==> config.mk <==
export PLATFORM = sky130hd
export DESIGN_NAME = timer_bank
export DESIGN_NICKNAME = d
export VERILOG_FILES = /design/src/rtl/timer_bank.sv
export SDC_FILE = /design/constraint.sdc
export NUM_CORES = 1
export LEC_CHECK = 0
export ABC_CLOCK_PERIOD_IN_PS = 2900
export BUFFER_PORTS_ARGS = -buffer_cell sky130_fd_sc_hd__clkbuf_2
export CAP_MARGIN = 20
export CORE_MARGIN = 2
export CORE_UTILIZATION = 50
export DETAILED_ROUTE_END_ITERATION = 16
export PLACE_DENSITY = 0.78
export SLEW_MARGIN = 10
export SYNTH_ARGS = -nofsm -noshare
export SYNTH_HDL_FRONTEND = slang
export SYNTH_SLANG_ARGS = --single-unit
==> constraint.sdc <==
create_clock -name clk -period 2.9 [get_ports clk]
set_input_delay 0.58 -clock clk [delete_from_list [all_inputs] [get_ports clk]]
set_output_delay 0.58 -clock clk [all_outputs]
set_load 0.01 [all_outputs]
==> src/rtl/timer_bank.sv <==
// Bank of NUM_CH independent down-counting timers behind one memory-mapped slave port.
// Each channel has CTRL/PRESET/COUNT words, one-shot or auto-reload mode and a sticky W1C interrupt.
module timer_bank #(
    parameter int          NUM_CH    = 2,
    parameter int          CNT_W     = 32,
    parameter logic [31:0] BASE_ADDR = 32'h0000_7F00
) (
    input  logic              clk,
    input  logic              reset,
    input  logic [31:0]       PrAddr,
    input  logic [31:0]       PrWD,
    input  logic              PrWe,
    input  logic [3:0]        PrBE,
    output logic [31:0]       PrRD,
    output logic              Hit,
    output logic [NUM_CH-1:0] IRQ
);
    typedef enum logic [1:0] {IDLE, LOAD, CNT, INT} state_t;

    logic [31:0] w_offset;
    logic [2:0]  w_chSel;
    logic [1:0]  w_wordSel;
    logic [31:0] w_rdCtrl   [NUM_CH];
    logic [31:0] w_rdPreset [NUM_CH];
    logic [31:0] w_rdCount  [NUM_CH];

    // Channel base is word aligned, so the low address bits never change the decode.
    assign w_offset  = PrAddr - {BASE_ADDR[31:2], 2'b00};
    assign Hit       = (w_offset < 32'(16 * NUM_CH));
    assign w_chSel   = w_offset[6:4];
    assign w_wordSel = w_offset[3:2];

    for (genvar k = 0; k < NUM_CH; k++) begin : g_ch
        state_t           r_state;
        state_t           w_stateNext;
        logic             r_en;
        logic             r_mode;
        logic             r_im;
        logic             r_pend;
        logic [CNT_W-1:0] r_preset;
        logic [CNT_W-1:0] r_count;
        logic             w_sel;
        logic             w_ctrlWr;
        logic             w_presetWr;
        logic             w_load;
        logic             w_dec;
        logic             w_expire;
        logic             w_hwEnClr;
        logic [31:0]      w_presetMerged;

        assign w_sel      = PrWe && Hit && (w_chSel == 3'(k));
        assign w_ctrlWr   = w_sel && (w_wordSel == 2'd0) && PrBE[0];
        assign w_presetWr = w_sel && (w_wordSel == 2'd1);

        always_comb begin
            w_presetMerged = 32'(r_preset);
            for (int b = 0; b < 4; b++) begin
                if (PrBE[b]) begin
                    w_presetMerged[8*b +: 8] = PrWD[8*b +: 8];
                end
            end
        end

        always_ff @(posedge clk) begin
            if (reset) begin
                r_state <= IDLE;
            end else begin
                r_state <= w_stateNext;
            end
        end

        always_comb begin
            w_stateNext = r_state;
            case (r_state)
                IDLE: begin
                    if (r_en) w_stateNext = LOAD;
                end
                LOAD: w_stateNext = CNT;
                CNT: begin
                    if (!r_en) begin
                        w_stateNext = IDLE;
                    end else if (r_count <= CNT_W'(1)) begin
                        w_stateNext = INT;
                    end
                end
                INT: w_stateNext = r_mode ? LOAD : IDLE;
                default: w_stateNext = IDLE;
            endcase
        end

        // A zero preset expires on the first counting cycle, same as a preset of one.
        always_comb begin
            w_load    = (r_state == LOAD);
            w_dec     = (r_state == CNT) && r_en && (r_count > CNT_W'(1));
            w_expire  = (r_state == CNT) && r_en && (r_count <= CNT_W'(1));
            w_hwEnClr = (r_state == INT) && !r_mode;
        end

        // Bus write beats the one-shot EN clear; a new expiry beats a W1C of PEND.
        always_ff @(posedge clk) begin
            if (reset) begin
                r_en     <= 1'b0;
                r_mode   <= 1'b0;
                r_im     <= 1'b0;
                r_pend   <= 1'b0;
                r_preset <= '0;
                r_count  <= '0;
            end else begin
                if (w_ctrlWr) begin
                    r_en   <= PrWD[0];
                    r_mode <= PrWD[1];
                    r_im   <= PrWD[3];
                end else if (w_hwEnClr) begin
                    r_en <= 1'b0;
                end
                if (w_expire) begin
                    r_pend <= 1'b1;
                end else if (w_ctrlWr && PrWD[4]) begin
                    r_pend <= 1'b0;
                end
                if (w_presetWr) begin
                    r_preset <= w_presetMerged[CNT_W-1:0];
                end
                if (w_load) begin
                    r_count <= r_preset;
                end else if (w_expire) begin
                    r_count <= '0;
                end else if (w_dec) begin
                    r_count <= r_count - CNT_W'(1);
                end
            end
        end

        assign IRQ[k]        = r_pend && r_im;
        assign w_rdCtrl[k]   = {27'd0, r_pend, r_im, 1'b0, r_mode, r_en};
        assign w_rdPreset[k] = 32'(r_preset);
        assign w_rdCount[k]  = 32'(r_count);
    end

    always_comb begin
        PrRD = '0;
        for (int k = 0; k < NUM_CH; k++) begin
            if (Hit && (w_chSel == 3'(k))) begin
                case (w_wordSel)
                    2'd0:    PrRD = w_rdCtrl[k];
                    2'd1:    PrRD = w_rdPreset[k];
                    2'd2:    PrRD = w_rdCount[k];
                    default: PrRD = '0;
                endcase
            end
        end
    end
endmodule

==> out/qor.yml <==
outcome:
  outcome: "complete, but fails checks"
  violations: "negative setup slack"
setup_path:
  critical_path_arrival_ns: 2.35
  path_max_fanout: 8
  crit_path_end_kind: "output port"
  cp_data_required_time_ns: 2.32
  crit_path_top_delay_cell: "o31ai_2"
  worstSetupStartpointType: "primary input"
  path_buf_inv: 3
  crit_family: "compound AO/OA/AOI/OAI gates"
  crit_path_max_incr_delay_ns: 0.30
  crit_chain: "clkbuf_2 -> nor4_4 -> nand3_2 -> o31ai_2 -> a31o_2 -> nand2_4 -> clkbuf_16 -> a211oi_2 -> buf_2"
  critPathKind: "in -> out"
pwr:
  finalPower_mw: 4.385
  p_per_area_mw_per_mm2: 451.0
  irDropWorstVdd_mv: 0.4129
  leakagePower_nw: 3.459
drt:
  ant_nets: 0
  drc: 0
  drt_iter0_drc: 1383
  wl_per_cell_um: 20.72
  vias_per_cell: 6.658
  route.vias.total: 8981
  drt_pre_antenna_iters: 7
  routed_wl_um: 27960
synth:
  netlist.area_leader.share_pct: 34.95
  mappedNetlistArea_sq_mm: 0.008020
  ys_seq_area_share_pct: 34.95
  synth_cell_type_count: 60
  ys_ff_latch: 140
  synthTopCellsByCount: "dfxtp_1 (140), a21oi_1 (105), nand3_1 (94)"
  synth_area_leaders: "dfxtp_1 (35%), a21oi_1 (6.6%), nand3_1 (5.9%)"
  synth_area_leader_cell: "dfxtp_1"
  synth.avg_cell_area_sq_um: 7.660
  syn-num-nets: 1122
  syn_inst: 1047
  synth-edff-count: 0
  async_flop_share_pct: 0
  yosysWarnings: 0
  yosysMostFrequentCell: "dfxtp_1"
  synth-main-ff-cell: "dfxtp_1"
layout:
  ff_latch_area_sq_mm: 0.002803
  multi_input_area_sq_mm: 0.005030
  area_growth_pct: 21.25
  final_cells: 1349
  drive_gt1_share_pct: 20.21
  fillers: 1449
  n_antenna_cell: 0
  final_core_util_pct: 61.66
  fin_nets: 1197
timing:
  tns_ns: -0.1535
  worst_slew_pin_slew_ns: 0.6592
  finalCriticalPeriod_ns: 2.932
  hold_viol_final: 0
  slew_headroom_pct: 55.89
  rsz0062_at_grt: "true"
  fmax_ghz: 0.3410
  fin_skew_ns: 0.003954
  finalSetupViolCount: 9
  fin_crit_sh_pct: 101.1
  slew_viol_final: 0
  timing.final.ws_setup_ns: -0.03214
placed_design:
  place_congestion: 0.9645
  pre_cts_ws_ns: -0.06171
  io_buffers: 103
  dp.cells: 1317
  dp_hpwl_um: 19110
floorplanning:
  start_util_pct: 50.86
  placement_rows: 46
  core-area_sq_mm: 0.01577
  fp.dieW_um: 130.7
  die_area_sq_mm: 0.01707
  pin_count: 106
  fp.dieH_um: 130.7
cts:
  insertion_delay_ns: 0.43
  cts.sinks: 140
  cts_buffer_depth: 2
  cts_made_buffers: 17
  cts_tree: "done"
  htree_levels: 4
  clockRootBuffer: "clkbuf_16"
  path_clk_slew_ns: 0.06
  hold_buffers: 0
global_route:
  gr-total-overflow: 0
  grt_pass1_vias: 8055
  grt_max_degree: 71
  antenna_found_initial: 0
  grt_pass1_wl_um: 42810
  track_usage_pct: 32.15
run:
  drv_cap: 0
min_path:
  min_path_type: "in -> reg"
through the flow:
stage	hold slack [ns]	area [sq um]
2_1_floorplan	0.4411	8020
3_3_place_gp	0.4593	8910
3_5_place_dp	0.4619	8910
4_1_cts	0.4088	9500
5_1_grt	0.4213	9724
6_report	0.4197	9724
kinds of logic (layout without fill, tap and decap cells):
| family | after synthesis | in the layout | share of synthesized area, % |
|---|---|---|---|
| AOI/OAI and AO/OA | 354 | 354 | 27.88 |
| DFF | 140 | 140 | 34.95 |
| xor gates and xnor gates | 39 | 39 | 4.259 |
| buffers and inverters | 104 | 190 | 5.055 |
| adders and majority gates | 4 | 4 | 0.6240 |
| muxes | 14 | 14 | 1.779 |
| and+or+nand+nor | 392 | 392 | 25.46 |
cells in the final DEF (no fill, tap or decap), types with 23 or more instances in the layout:
cell type	instances
a221oi_1	32
a31oi_1	26
xor2_1	23
o21ai_0	90
nand2_1	79
buf_2	31
a21oi_1	105
dfxtp_1	140
a22oi_1	37
clkbuf_2	70
nor4_1	25
nor2_1	69
nand3_1	93
buf_4	37
a211oi_2	27
worst min-delay path, stage by stage:
cell and delay [ns]:
clkbuf_2 0.09, nand3_1 0.06, a21oi_1 0.06
power by group:
part           total, mW  switching [mW]  internal, mW
registers           1.92  0.000000000123          1.92
clock network       2.20           0.820          1.38
logic              0.265           0.175        0.0897
layout make-up:
type,instances,area share (%)
multi-input cells,803,51.72
flip-flops and latches,140,28.82
repair buffers,149,10.28
clock buffers,21,4.735
well taps,216,2.779
clock inverters,9,1.235
inverters,11,0.4246
registers in the layout, summed over array words and instances (netlist names):
signal	count
g_ch.r_count	64
g_ch.r_pend	2
g_ch.r_mode	2
g_ch.r_im	2
g_ch.r_state	4
g_ch.r_en	2
g_ch.r_preset	64
repair_timing:
| item | 4_1_cts | 5_1_grt |
|---|---|---|
| setup buffers | 0 | 0 |
| pin swaps | 1 | 6 |
| setup endpoints to repair | 18 | 33 |
| gates resized for setup | 2 | 68 |
| cloned | 0 | 2 |
per-layer routing:
layer | up-vias | wire length [um] | GRT usage [%]
met5 | - | 0 | 0
met4 | 0 | 984 | 11.58
met3 | 96 | 3004 | 6.922
met2 | 583 | 12650 | 50.12
met1 | 4197 | 11320 | 44.11
li1 | 4105 | - | -
path summary, 6_finish.rpt:
check / startpoint / end / slack (ns) / cells past startpoint
worst max-delay path: PrAddr[23] / PrRD[8] / -0.03 / 9
worst min-delay path: PrWD[15] / g_ch[0].r_preset[15]$_SDFFE_PP0P_ / 0.42 / 3
worst min register to register: g_ch[1].r_preset[16]$_SDFFE_PP0P_ / g_ch[1].r_count[16]$_SDFFE_PP0P_ / 0.47 / 2
worst max register to register: g_ch[0].r_count[20]$_SDFFE_PP0P_ / g_ch[0].r_count[21]$_SDFFE_PP0P_ / 0.38 / 5
(Power assumes the default switching activity.)
